`src/rtl/uart_rx_check_if.sv`:
```
// Serial receive bundle: the line and enable going into the receiver, plus the
// decoded byte and its status pulses coming back out.
interface uart_rx_check_if;
  logic       uart_rxd;
  logic       uart_rx_en;
  logic       uart_rx_valid;
  logic [7:0] uart_rx_data;
  logic       uart_rx_frame_err;
  logic       uart_rx_break;

  modport master (
    output uart_rxd, uart_rx_en,
    input  uart_rx_valid, uart_rx_data, uart_rx_frame_err, uart_rx_break
  );

  modport slave (
    input  uart_rxd, uart_rx_en,
    output uart_rx_valid, uart_rx_data, uart_rx_frame_err, uart_rx_break
  );
endinterface

```
`src/rtl/uart_rx_check.sv`:
```
// 8N1 UART receiver with mid-bit sampling, frame-error and break detection,
// and a wait-for-idle-high recovery after a bad stop bit.
module uart_rx_check #(
  parameter int CLK_HZ   = 10_000_000,
  parameter int BIT_RATE = 9600
) (
  input logic            clk,
  input logic            reset,
  uart_rx_check_if.slave rx
);

  localparam int CPB = CLK_HZ / BIT_RATE;
  localparam int HALF = CPB / 2;
  localparam int CW = $clog2(CPB) + 1;

  // Counter is cleared on the edge that enters a phase, so the sample edge is
  // reached when it shows (distance - 1).
  localparam logic [CW-1:0] HALF_END = CW'(HALF - 1);
  localparam logic [CW-1:0] BIT_END  = CW'(CPB - 1);

  localparam logic [2:0] IDLE      = 3'd0;
  localparam logic [2:0] START     = 3'd1;
  localparam logic [2:0] DATA      = 3'd2;
  localparam logic [2:0] STOP      = 3'd3;
  localparam logic [2:0] WAIT_HIGH = 3'd4;

  logic [2:0]    state;
  logic          rx_meta;
  logic          rxs;
  logic [CW-1:0] cnt;
  logic [2:0]    bit_idx;
  logic [7:0]    shift;
  logic [7:0]    data_q;
  logic          valid_q;
  logic          frame_err_q;
  logic          break_q;

  // NOTE: every register here uses <= so all of them update from the same
  // pre-edge values; blocking assignments would let later lines see new state.
  always_ff @(posedge clk or posedge reset) begin
    if (reset) begin
      state       <= IDLE;
      rx_meta     <= 1'b1;
      rxs         <= 1'b1;
      cnt         <= '0;
      bit_idx     <= '0;
      shift       <= 8'h00;
      data_q      <= 8'h00;
      valid_q     <= 1'b0;
      frame_err_q <= 1'b0;
      break_q     <= 1'b0;
    end else begin
      rx_meta     <= rx.uart_rxd;
      rxs         <= rx_meta;
      valid_q     <= 1'b0;
      frame_err_q <= 1'b0;
      break_q     <= 1'b0;

      // Dropping enable mid-frame abandons the frame silently.
      if (state != IDLE && !rx.uart_rx_en) begin
        state <= IDLE;
        cnt   <= '0;
      end else begin
        case (state)
          IDLE: begin
            if (!rxs && rx.uart_rx_en) begin
              state <= START;
              cnt   <= '0;
            end
          end
          START: begin
            if (cnt == HALF_END) begin
              cnt     <= '0;
              bit_idx <= 3'd0;
              state   <= rxs ? IDLE : DATA;
            end else begin
              cnt <= cnt + 1'b1;
            end
          end
          DATA: begin
            if (cnt == BIT_END) begin
              cnt     <= '0;
              shift   <= {rxs, shift[7:1]};
              bit_idx <= bit_idx + 3'd1;
              if (bit_idx == 3'd7) state <= STOP;
            end else begin
              cnt <= cnt + 1'b1;
            end
          end
          STOP: begin
            if (cnt == BIT_END) begin
              cnt <= '0;
              if (rxs) begin
                data_q  <= shift;
                valid_q <= 1'b1;
                state   <= IDLE;
              end else begin
                frame_err_q <= 1'b1;
                break_q     <= (shift == 8'h00);
                state       <= WAIT_HIGH;
              end
            end else begin
              cnt <= cnt + 1'b1;
            end
          end
          WAIT_HIGH: begin
            if (rxs) state <= IDLE;
          end
          default: state <= IDLE;
        endcase
      end
    end
  end

  assign rx.uart_rx_valid     = valid_q;
  assign rx.uart_rx_data      = data_q;
  assign rx.uart_rx_frame_err = frame_err_q;
  assign rx.uart_rx_break     = break_q;

endmodule

```
`src/flat_wrapper.sv`:
```
// flat-port wrapper written by rule: the top's interface ports become plain ports
module uart_rx_check_flat 
#(
  parameter int CLK_HZ   = 10_000_000,
  parameter int BIT_RATE = 9600
)
  (clk, reset, rx_uart_rxd, rx_uart_rx_en, rx_uart_rx_valid, rx_uart_rx_data, rx_uart_rx_frame_err, rx_uart_rx_break);
  uart_rx_check_if rx_i ();
  input logic clk;
  input logic reset;
  input wire logic [$bits(rx_i.uart_rxd)-1:0] rx_uart_rxd;
  input wire logic [$bits(rx_i.uart_rx_en)-1:0] rx_uart_rx_en;
  output wire logic [$bits(rx_i.uart_rx_valid)-1:0] rx_uart_rx_valid;
  output wire logic [$bits(rx_i.uart_rx_data)-1:0] rx_uart_rx_data;
  output wire logic [$bits(rx_i.uart_rx_frame_err)-1:0] rx_uart_rx_frame_err;
  output wire logic [$bits(rx_i.uart_rx_break)-1:0] rx_uart_rx_break;
  assign rx_i.uart_rxd = rx_uart_rxd;
  assign rx_i.uart_rx_en = rx_uart_rx_en;
  assign rx_uart_rx_valid = rx_i.uart_rx_valid;
  assign rx_uart_rx_data = rx_i.uart_rx_data;
  assign rx_uart_rx_frame_err = rx_i.uart_rx_frame_err;
  assign rx_uart_rx_break = rx_i.uart_rx_break;
  uart_rx_check #(.CLK_HZ(CLK_HZ), .BIT_RATE(BIT_RATE)) u_core (.clk(clk), .reset(reset), .rx(rx_i));
endmodule
```
`config.mk`:
```
export PLATFORM = sky130hd
export DESIGN_NAME = uart_rx_check_flat
export DESIGN_NICKNAME = d
export VERILOG_FILES = /design/src/rtl/uart_rx_check_if.sv /design/src/rtl/uart_rx_check.sv /design/src/flat_wrapper.sv
export SDC_FILE = /design/constraint.sdc
export NUM_CORES = 1
export LEC_CHECK = 0
export ABC_AREA = 1
export BUFFER_PORTS_ARGS = -buffer_cell sky130_fd_sc_hd__buf_2
export CORE_MARGIN = 2
export CORE_UTILIZATION = 45
export DETAILED_ROUTE_END_ITERATION = 10
export GPL_TIMING_DRIVEN = 1
export PLACE_DENSITY = 0.65
export SLEW_MARGIN = 20
export SYNTH_ARGS = -nofsm -noshare
export SYNTH_HDL_FRONTEND = slang
export SYNTH_SLANG_ARGS = --single-unit
```
`constraint.sdc`:
```
create_clock -name clk -period 1.9 [get_ports clk]
set_input_delay 0.38 -clock clk [delete_from_list [all_inputs] [get_ports clk]]
set_output_delay 0.38 -clock clk [all_outputs]
set_load 0.02 [all_outputs]
```
---- After elaboration in Yosys (flattened, before gate mapping) ----
Index checks and enable logic that the tools add are counted.
word-level totals
  output and inout bits ................... 11
  register bits after elaboration ......... 39
  bits of input ports ..................... 4
  word-level logic and storage cells ...... 73
operators by class
  reductions and logical operators ........ 15
  multiplexer cells ....................... 30
  equal/unequal tests ..................... 15
  bitwise gates (word level) .............. 1
  $add $sub $neg .......................... 2
operator list
  kind                                                                     number
  12-bit two-way mux                                                       4
  12-bit case mux with 3 select lines                                      1
  3-bit two-way mux                                                        10
  3-bit by 1-bit != test with 1-bit output, second input constant          6
  3-bit case mux with 5 select lines                                       1
  12-bit by 1-bit adder with 12-bit output, second input constant          1
  12-bit by 10-bit equality test with 1-bit output, second input constant  1
  12-bit by 11-bit equality test with 1-bit output, second input constant  1
  1-bit two-way mux                                                        12
  8-bit logical NOT                                                        1
  4-bit AND reduction                                                      2
  3-bit by 2-bit equality test with 1-bit output, second input constant    2
  3-bit equality test, second input constant                               2
  3-bit case mux with 2 select lines                                       1
  6-bit AND reduction                                                      1
  2-bit by 1-bit != test with 1-bit output, second input constant          2
  4-bit nonzero test                                                       1
  3-bit by 1-bit adder with 3-bit output, second input constant            1
  3-bit by 1-bit equality test with 1-bit output, second input constant    1
  3-bit logical NOT                                                        1
  3-bit AND reduction                                                      1
  3-bit nonzero test                                                       1
  1-bit logical AND                                                        2
  1-bit logical NOT                                                        2
  other kinds (5)                                                          5

---- Longest topological paths before layout ----
Gate-level depths: netlist of the first run.
  depth in word-level cells ............... 5
  gate-level depth with buffers ........... 11
  depth with buffers taken out ............ 11

---- Worst setup path before layout of the first run ----
Ideal clock, no wire load.
  path kind ............................... reg2reg
  start point ............................. reg u_core.cnt[0]
  end point ............................... reg u_core.data_q[0], in the netlist u_core.rx.uart_rx_data[0]
  path slack .............................. 0.359 ns
  setup time .............................. 0.126 ns
  data required time ...................... 1.774 ns
  arrival time ............................ 1.415 ns
  period minus slack after synthesis ...... 1.541 ns
  stages on the path, launching flop included .. 9
  buffers on the path ..................... 1
  cell sequence ........................... dfrtp_1 inv_1 ha_1 nand2_2 nor2_2 nand2_1 nor3_4 buf_6 o21ai_0
on the way
  longest elaborated chain between the ends .. 2
ends and longest elaborated chain
  what                                              line                  text
  start, declared                                   uart_rx_check.sv:30   logic [CW-1:0] cnt;
  start signal, assigned                            uart_rx_check.sv:77   cnt <= cnt + 1'b1;
  start signal, assigned                            uart_rx_check.sv:87   cnt <= cnt + 1'b1;
  start signal, assigned                            uart_rx_check.sv:103  cnt <= cnt + 1'b1;
  12-bit by 11-bit equality test with 1-bit output  uart_rx_check.sv:91   if (cnt == BIT_END) begin
  4-bit AND reduction (no line)                     -
  end signal, assigned                              uart_rx_check.sv:94   data_q <= shift;
  end, declared                                     uart_rx_check.sv:33   logic [7:0] data_q;
No other way between the ends.
A chain may end at the register's enable or synchronous reset.

---- Worst setup path in the final report of the first run ----
  start point ............................. reg u_core.state[1]
  end point ............................... reg u_core.data_q[4], in the netlist u_core.rx.uart_rx_data[4]
on the way
  longest elaborated chain between the ends .. 4
  elaborated cells between the ends (all ways) .. 5
  those cells by class .................... eq/ne (1); bitwise (1); reduce/logical (3)
ends and longest elaborated chain
  what                               line                 text
  start, declared                    uart_rx_check.sv:27  logic [2:0] state;
  start signal, assigned             uart_rx_check.sv:75  state <= rxs ? IDLE : DATA;
  3-bit nonzero test                 uart_rx_check.sv:60  if (state != IDLE && !rx.uart_rx_en) begin
  1-bit logical AND                  uart_rx_check.sv:60
  1-bit NOT (no line)                -
  4-bit AND reduction (no line) (*)  -
Mark *: on every way between the ends. The rest lies on a longest branch, timed or not.

==> results of run 1 <==
## synth_stat cells
cell,number,area share
nor4_1,3,0.0087
xnor2_1,1,0.0040
nor2_2,2,0.0058
dfstp_2,2,0.024
inv_2,2,0.0035
dfrtp_1,37,0.43
nand3_1,18,0.042
o21a_1,1,0.0035
ha_1,5,0.029
buf_6,2,0.010
nor3_4,5,0.038
o2111ai_1,4,0.016
o21ai_1,4,0.0092
nand2_2,4,0.012
nor2_4,1,0.0052
o21bai_1,1,0.0035
nand4_4,1,0.0098
o21ai_4,1,0.0075
nand2_1,79,0.14
nor2_1,15,0.026
o21ai_0,23,0.053
and3_1,1,0.0029
xor2_1,1,0.0040
inv_1,39,0.068
o22ai_1,1,0.0029
nor3_1,3,0.0069
or2_2,1,0.0029
buf_2,4,0.0092
nand4_1,5,0.014
o211ai_1,1,0.0035
o21ai_2,3,0.012
## worst max-delay path, delay by kind of cell, from the launching register on
kind                   cells  cell delay [ns]
buffers and inverters      2             0.37
AOI/OAI and AO/OA          2             0.37
and+or+nand+nor            4             0.42
DFF                        1             0.44
## worst min path at each step
stage / start / depth (start not counted) / to
after global routing: rx_uart_rxd / 1 / u_core.rx_meta
after global placement: u_core.rx_meta / 0 / u_core.rxs
after detailed placement: u_core.rx_meta / 0 / u_core.rxs
after CTS: rx_uart_rxd / 1 / u_core.rx_meta
after floorplan: u_core.rx_meta / 0 / u_core.rxs
final: reset / 3 / u_core.rx.uart_rx_data[1]
## metrics by stage
step | cells | setup WS (ns)
3_5_place_dp | 338 | 0.194
2_1_floorplan | 270 | 0.359
3_3_place_gp | 338 | 0.252
6_report | 346 | 0.200
4_1_cts | 346 | 0.167
5_1_grt | 346 | 0.0169
## layout make-up
class	instances	area, um^2	share of cell area
inverter	41	154	0.0636
multi-input combinational	184	993	0.410
sequential	39	978	0.404
tap	54	67.6	0.0279
timing repair buffer	20	115	0.0475
clock inverter	3	43.8	0.0181
clock buffer	5	68.8	0.0284
## kinds of logic after synthesis
group	Yosys count	share of synthesized area
compound gates	39	0.111
xor+xnor	2	0.00808
fa+ha+maj	5	0.0289
buf+inv	47	0.0906
flops	39	0.451
simple gates	138	0.310
## flip-flops by register name, summed over array words and instances (netlist names)
| signal | flops |
|---|---|
| u_core.rxs | 1 |
| u_core.rx_meta | 1 |
| u_core.rx.uart_rx_data | 8 |
| u_core.cnt | 12 |
| u_core.state | 3 |
| u_core.rx.uart_rx_valid | 1 |
| u_core.rx.uart_rx_break | 1 |
| u_core.rx.uart_rx_frame_err | 1 |
| u_core.shift | 8 |
| u_core.bit_idx | 3 |
## routing by layer
layer,GRT usage,routed length [um],vias up
li1,-,-,909
met1,0.259,2110,821
met2,0.304,2110,42
met3,0.0453,180,7
met4,0.0626,75,0
met5,0,0,-
## power breakdown
group	total, uW	switching [uW]	leakage, uW	internal (uW)
Combinational	692	458	0.000602	235
Sequential	971	81.9	0.000491	889
Clock	687	296	0.0000581	391
Total	2350	835	0.00115	1510
==> flow_summary.json, run 1 <==
{
  "status": "complete, no violations",
  "cap_violations": 0,
  "dieHeight_um": 73.4,
  "num_vias": 1779,
  "cp_max_fo": 16,
  "numPortBuffers": 14,
  "place_area_um2": 2310,
  "cts_setup_buffers": 0,
  "cp_slowest_stage_delay_ns": 0.44,
  "clkSlewWorstSetupHoldPaths_ns": 0.08,
  "netlist_area_um2": 2170,
  "antenna_found_initial": 0,
  "layout_common_cells": "79 x nand2_1, 39 x inv_1, 37 x dfrtp_1, 23 x o21ai_0, 18 x nand3_1",
  "arrival_ns": 1.89,
  "crit_end": "u_core.rx.uart_rx_data[4]",
  "fp.dieW_um": 73.4,
  "io_pins": 15,
  "synth_warnings": 0,
  "end_kind": "flip-flop",
  "postRouteAntennaNets": 0,
  "fin_util": 0.516,
  "worst_r2r_endpoint": "u_core.rx.uart_rx_data[4]",
  "cts_sinks": 39,
  "grt_util_all_layers": 0.192,
  "cp-start-kind": "flip-flop",
  "crit_type": "flip-flop to flip-flop",
  "crit_chain": "inv_2 -> nand2_2 -> o21ai_4 -> nand2_2 -> nor3_4 -> buf_4 -> nand2_1 -> o21ai_0",
  "power_density_nw_per_um2": 971,
  "hold_ws_ns": 0.185,
  "tns_ns": 0,
  "drive_above_1_share": 0.171,
  "p_leak_uw": 0.00115,
  "cp-startpoint": "u_core.state[1]",
  "r2r_start": "u_core.state[1]",
  "grt_pass1_vias": 1697,
  "rows": 25,
  "finalPower_uw": 2350,
  "cts_max_level": 2,
  "cts_hold_buf": 0,
  "cts_root_buf": "clkbuf_8",
  "finClkSkew_ns": 0.00457,
  "cp.required_ns": 2.09,
  "grt_first_pass_wirelength_um": 7940,
  "layout.nets": 300,
  "coreArea_um2": 4690,
  "critPathSlowestCell": "dfrtp_1",
  "final_area_um2": 2420,
  "numCtsBuffers": 5,
  "peakVddDrop_mv": 0.676,
  "finalHoldViolations": 0,
  "cts.repair.resized": 0,
  "seq_area_frac_synth": 0.451,
  "die_area_um2": 5390,
  "r2r_cells": 8,
  "final_max_slew_viol_count": 0,
  "relSlewSlack": 0.682,
  "dpl.hpwl_um": 3260,
  "syn_to_final_growth_pct": 11.7,
  "cp_common_cell": "nand2_2",
  "cts.path.max_buffers": 2,
  "ys_types": 31,
  "grt_overflow_total": 0,
  "cts_tree": "done",
  "diodes": 0,
  "drt_pass1_iterations": 4,
  "post-route-min-period_ns": 1.70,
  "min_path_type": "input pin to asynchronous set/reset pin",
  "synth.avg_cell_area_um2": 8.03,
  "synth_cells": 270,
  "layout_commonest_cell": "nand2_1",
  "place_congestion": 0.847,
  "worstSkewPairLatency_ns": 0.29,
  "fmax_ghz": 0.588,
  "finalSetupViolCount": 0,
  "ys_ff_latch": 39,
  "grt_max_degree": 40,
  "rsz0062_at_grt": "false",
  "tightest_slew_ns": 0.477,
  "route.detailed.drc": 0,
  "start_util": 0.462,
  "post-route-period-util": 0.895,
  "viasPerCell": 5.14,
  "reg2reg_slack_ns": 0.20,
  "wl_per_cell_um": 12.9,
  "syn_nets": 279,
  "drt_iter0_markers": 90,
  "totalWireLength_um": 4480,
  "fillers": 447
}
Power figures use the tool's default switching activity.
==> run 2, diff against run 1 <==
--- a/config.mk
+++ b/config.mk
@@ -6,12 +6,11 @@
 export NUM_CORES = 1
 export LEC_CHECK = 0
 export ABC_AREA = 1
-export BUFFER_PORTS_ARGS = -buffer_cell sky130_fd_sc_hd__buf_2
 export CORE_MARGIN = 2
 export CORE_UTILIZATION = 45
 export DETAILED_ROUTE_END_ITERATION = 10
-export GPL_TIMING_DRIVEN = 1
-export PLACE_DENSITY = 0.65
+export DONT_BUFFER_PORTS = 1
+export PLACE_DENSITY = 0.63
 export SLEW_MARGIN = 20
 export SYNTH_ARGS = -nofsm -noshare
 export SYNTH_HDL_FRONTEND = slang
==> run 2 against run 1 <==
Compared with the run above: non-clock buffer count is 15 lower; cell area fell by 2.4%; setup slack improved by 0.039 ns; clock skew increased by 0.00070 ns; worst hold slack worse by 0.11 ns; die area is the same; sequential share of layout area up 0.98 points.
==> flow_summary.json, run 2 (synthesized netlist as in run 1, its figures left out) <==
{
  "cp.required_ns": 2.11,
  "diodes": 0,
  "cts.path.max_buffers": 2,
  "finalSetupViolCount": 0,
  "wl_per_cell_um": 13.3,
  "layout.nets": 285,
  "cts.repair.resized": 0,
  "layout_commonest_cell": "nand2_1",
  "p_sw_frac": 0.337,
  "arrival_ns": 1.87,
  "numPortBuffers": 0,
  "finClkSkew_ns": 0.00527,
  "tightest_slew_ns": 0.486,
  "crit_chain": "nor3_4 -> o21a_1 -> nand3_1 -> o21ai_0",
  "layout_common_cells": "79 x nand2_1, 39 x inv_1, 37 x dfrtp_1, 23 x o21ai_0, 18 x nand3_1",
  "worstSkewPairLatency_ns": 0.29,
  "die_area_um2": 5390,
  "fp.dieW_um": 73.4,
  "viasPerCell": 5.13,
  "finalPower_uw": 2460,
  "cts_tree": "done",
  "finalHoldViolations": 0,
  "grt_max_degree": 40,
  "cts_max_level": 2,
  "rows": 25,
  "top_register": "u_core.cnt",
  "rsz0062_at_grt": "false",
  "antenna_found_initial": 0,
  "cts_setup_buffers": 0,
  "start_util": 0.462,
  "largest_register_ffs": 12,
  "crit_type": "flip-flop to flip-flop",
  "fmax_ghz": 0.602,
  "io_pins": 15,
  "route.detailed.drc": 0,
  "cts_sinks": 39,
  "dpl.hpwl_um": 3180,
  "drt_iter0_markers": 116,
  "num_vias": 1697,
  "p_sw_uw": 829,
  "cts_hold_buf": 0,
  "grt_util_all_layers": 0.182,
  "min_path_type": "input pin to asynchronous set/reset pin",
  "peakVddDrop_mv": 0.774,
  "cp-start-kind": "flip-flop",
  "crit_buf_inv": 0,
  "path_delay_family": "simple AND/OR/NAND/NOR gates",
  "numCtsBuffers": 5,
  "cts_root_buf": "clkbuf_8",
  "post-route-period-util": 0.874,
  "grt_first_pass_wirelength_um": 7560,
  "cap_violations": 0,
  "drt_pass1_iterations": 4,
  "relSlewSlack": 0.676,
  "coreArea_um2": 4690,
  "cp_max_fo": 7,
  "tns_ns": 0,
  "p_comb_frac": 0.272,
  "p_leak_uw": 0.00111,
  "place_congestion": 0.881,
  "drive_above_1_share": 0.123,
  "end_kind": "flip-flop",
  "totalWireLength_um": 4400,
  "clock_power_share": 0.334,
  "syn_to_final_growth_pct": 9.00,
  "final_max_slew_viol_count": 0,
  "cp_slowest_stage_delay_ns": 0.55,
  "critPathSlowestCell": "dfrtp_1",
  "postRouteAntennaNets": 0,
  "grt_overflow_total": 0,
  "grt_pass1_vias": 1617,
  "power.internal_uw": 1630,
  "dieHeight_um": 73.4,
  "status": "complete, no violations",
  "power_density_nw_per_um2": 1040,
  "post-route-min-period_ns": 1.66,
  "clkSlewWorstSetupHoldPaths_ns": 0.08,
  "seq_power_share": 0.395
}
## run 2: per-layer routing
metal	global-route usage	share of wire	routed length, um
met5	0	0	0
met4	0.0747	0.015	64
met3	0.0370	0.021	93
met2	0.278	0.46	2040
met1	0.253	0.50	2210
## run 2: final cells by class
cell class | count | area (um^2)
fill | 460 | 2330
inverter | 41 | 154
timing repair buffer | 5 | 37.5
clock inverter | 2 | 60.1
clock buffer | 6 | 72.6
tap | 54 | 67.6
sequential | 39 | 978
multi-input combinational | 184 | 993
## run 2: path summary, 6_finish.rpt
check / from / end / slack (ns) / cells past startpoint
max in group asynchronous: reset / u_core.rx_meta / 1.45 / 2
setup / recovery: u_core.state[2] / u_core.bit_idx[2] / 0.24 / 4
min in group clk: rx_uart_rxd / u_core.rx_meta / 0.08 / 0
hold reg to reg: u_core.rx_meta / u_core.rxs / 0.36 / 0
setup reg to reg: u_core.state[2] / u_core.bit_idx[2] / 0.24 / 4
hold / removal: reset / u_core.rx.uart_rx_data[1] / 0.08 / 2
## run 2: through the flow
stage          instance area (um^2)  instances  utilization  hold slack [ns]  setup slack [ns]
3_5_place_dp                   2230        323        0.475            0.348             0.253
5_1_grt                        2360        331        0.504           0.0639            0.0556
4_1_cts                        2360        331        0.504           0.0657             0.232
6_report                       2360        331        0.504           0.0786             0.240
3_3_place_gp                   2230        323        0.475            0.349             0.241
2_1_floorplan                  2170        270            -            0.345             0.359
## run 2: power groups by stage
stage	Clock (uW)	Combinational, uW	Sequential, uW
CTS	846	666	971
finish	822	669	972
floorplan	0	537	957
global route	875	747	986
detailed placement	0	664	988
global placement	0	663	988
==> run 3, diff against run 2 <==
--- a/config.mk
+++ b/config.mk
@@ -6,11 +6,13 @@
 export NUM_CORES = 1
 export LEC_CHECK = 0
 export ABC_AREA = 1
+export CORE_ASPECT_RATIO = 1.2
 export CORE_MARGIN = 2
 export CORE_UTILIZATION = 45
 export DETAILED_ROUTE_END_ITERATION = 10
 export DONT_BUFFER_PORTS = 1
 export PLACE_DENSITY = 0.63
+export REMOVE_ABC_BUFFERS = 1
 export SLEW_MARGIN = 20
 export SYNTH_ARGS = -nofsm -noshare
 export SYNTH_HDL_FRONTEND = slang
==> run 3 against run 2 <==
Compared with the run above: setup slack worse by 0.044 ns; clock power is 12% lower; critical path depth is 2 higher; final cell count is 1.5% higher; register-to-register slack worse by 0.04 ns.
==> flow_summary.json, run 3 (synthesized netlist as in run 1, its figures left out) <==
{
  "status": "complete, no violations",
  "p_sw_uw": 817,
  "end_kind": "flip-flop",
  "fmax_ghz": 0.587,
  "viasPerCell": 4.97,
  "numCtsBuffers": 5,
  "grt_first_pass_wirelength_um": 7450,
  "power_density_nw_per_um2": 1000,
  "drt_iter0_markers": 79,
  "final_max_slew_viol_count": 0,
  "finalPower_uw": 2360,
  "cp_max_fo": 7,
  "grt_pass1_vias": 1608,
  "route.detailed.drc": 0,
  "diodes": 0,
  "finClkSkew_ns": 0.00445,
  "clkSlewWorstSetupHoldPaths_ns": 0.08,
  "finalHoldViolations": 0,
  "p_sw_frac": 0.346,
  "place_area_um2": 2240,
  "reg2reg_slack_ns": 0.20,
  "grt_overflow_total": 0,
  "cts_tree": "done",
  "rsz0062_at_grt": "false",
  "hold_ws_ns": 0.0782,
  "tightest_slew_ns": 0.478,
  "fillers": 447,
  "place_congestion": 0.925,
  "final_area_um2": 2360,
  "arrival_ns": 1.94,
  "dpl.hpwl_um": 3330,
  "die_area_um2": 5390,
  "cap_violations": 0,
  "cts_root_buf": "clkbuf_8",
  "post-route-min-period_ns": 1.70,
  "start_util": 0.469,
  "cts_max_level": 2,
  "crit_type": "flip-flop to flip-flop",
  "syn_to_final_growth_pct": 8.89,
  "wl_per_cell_um": 13.0,
  "largest_register_ffs": 12,
  "numPortBuffers": 0,
  "power.internal_uw": 1550,
  "grt_max_degree": 40,
  "clock_power_share": 0.306,
  "p_comb_frac": 0.281,
  "drt_pass1_iterations": 4,
  "relSlewSlack": 0.681,
  "seq_power_share": 0.412,
  "post-route-period-util": 0.897,
  "layout_commonest_cell": "nand2_1",
  "drive_above_1_share": 0.129,
  "cp-start-kind": "flip-flop",
  "num_vias": 1669,
  "dieHeight_um": 80.0,
  "layout.nets": 286,
  "peakVddDrop_mv": 0.529,
  "cts_sinks": 39,
  "fin_util": 0.510,
  "cts.repair.resized": 0,
  "p_leak_uw": 0.00111,
  "finalSetupViolCount": 0,
  "cts.path.max_buffers": 2,
  "layout_common_cells": "79 x nand2_1, 39 x inv_1, 37 x dfrtp_1, 23 x o21ai_0, 18 x nand3_1",
  "io_pins": 15,
  "coreArea_um2": 4630,
  "postRouteAntennaNets": 0,
  "cts_hold_buf": 0,
  "cts_setup_buffers": 0,
  "min_path_type": "input pin to flip-flop",
  "antenna_found_initial": 0,
  "fp.dieW_um": 67.4,
  "worstSkewPairLatency_ns": 0.29,
  "tns_ns": 0,
  "top_register": "u_core.cnt",
  "rows": 27,
  "grt_util_all_layers": 0.186,
  "cp.required_ns": 2.14,
  "totalWireLength_um": 4380
}
-- run 3: cell types whose count changed in the layout (fill, tap and decap cells not counted) --
cell | previous run | this run
buf_4 | 5 | 6
bufinv_16 | 2 | 1
clkinv_2 | 0 | 1
clkbuf_8 | 5 | 6
clkbuf_1 | 1 | 0
-- run 3: power groups by stage --
stage,Clock [uW],Combinational (uW),Sequential [uW]
finish,724,665,974
global placement,0,664,987
global route,771,758,988
floorplan,0,491,974
CTS,742,668,973
detailed placement,0,662,989
-- run 3: path summary, 6_finish.rpt --
check | from | end | cells after the start
setup reg to reg | u_core.cnt[2] | u_core.cnt[9] | 6
setup / recovery | u_core.cnt[2] | u_core.cnt[9] | 6
hold / removal | rx_uart_rxd | u_core.rx_meta | 0
max in group asynchronous | reset | u_core.rx_meta | 2
hold reg to reg | u_core.rx_meta | u_core.rxs | 0
min in group asynchronous | reset | u_core.cnt[9] | 2
-- run 3: cell type report --
type	instances	area [um^2]	share of cell area
tap	58	72.6	0.0307
multi-input combinational	184	993	0.421
timing repair buffer	6	45.0	0.0191
inverter	41	154	0.0652
sequential	39	978	0.414
clock buffer	6	82.6	0.0350
clock inverter	2	35.0	0.0148
-- run 3: stage by stage --
step | std cells | worst slack, ns
finish | 336 | 0.196
global route | 336 | 0.000712
CTS | 336 | 0.178
detailed placement | 328 | 0.199
global placement | 328 | 0.177
floorplan | 264 | 0.249
-- run 3: worst max-delay path, cell delays in order, from the launching register on --
cell and delay (ns):
dfrtp_1 0.51, nand3_1 0.19, nor2_1 0.32, nand2_1 0.11
o21ai_0 0.24, nand4_1 0.18, nand2_1 0.09
-- run 3: routing by layer --
metal	GRT usage	routed length, um
met1	0.229	1960
met2	0.309	2200
met3	0.0437	147
met4	0.0735	73
met5	0	0
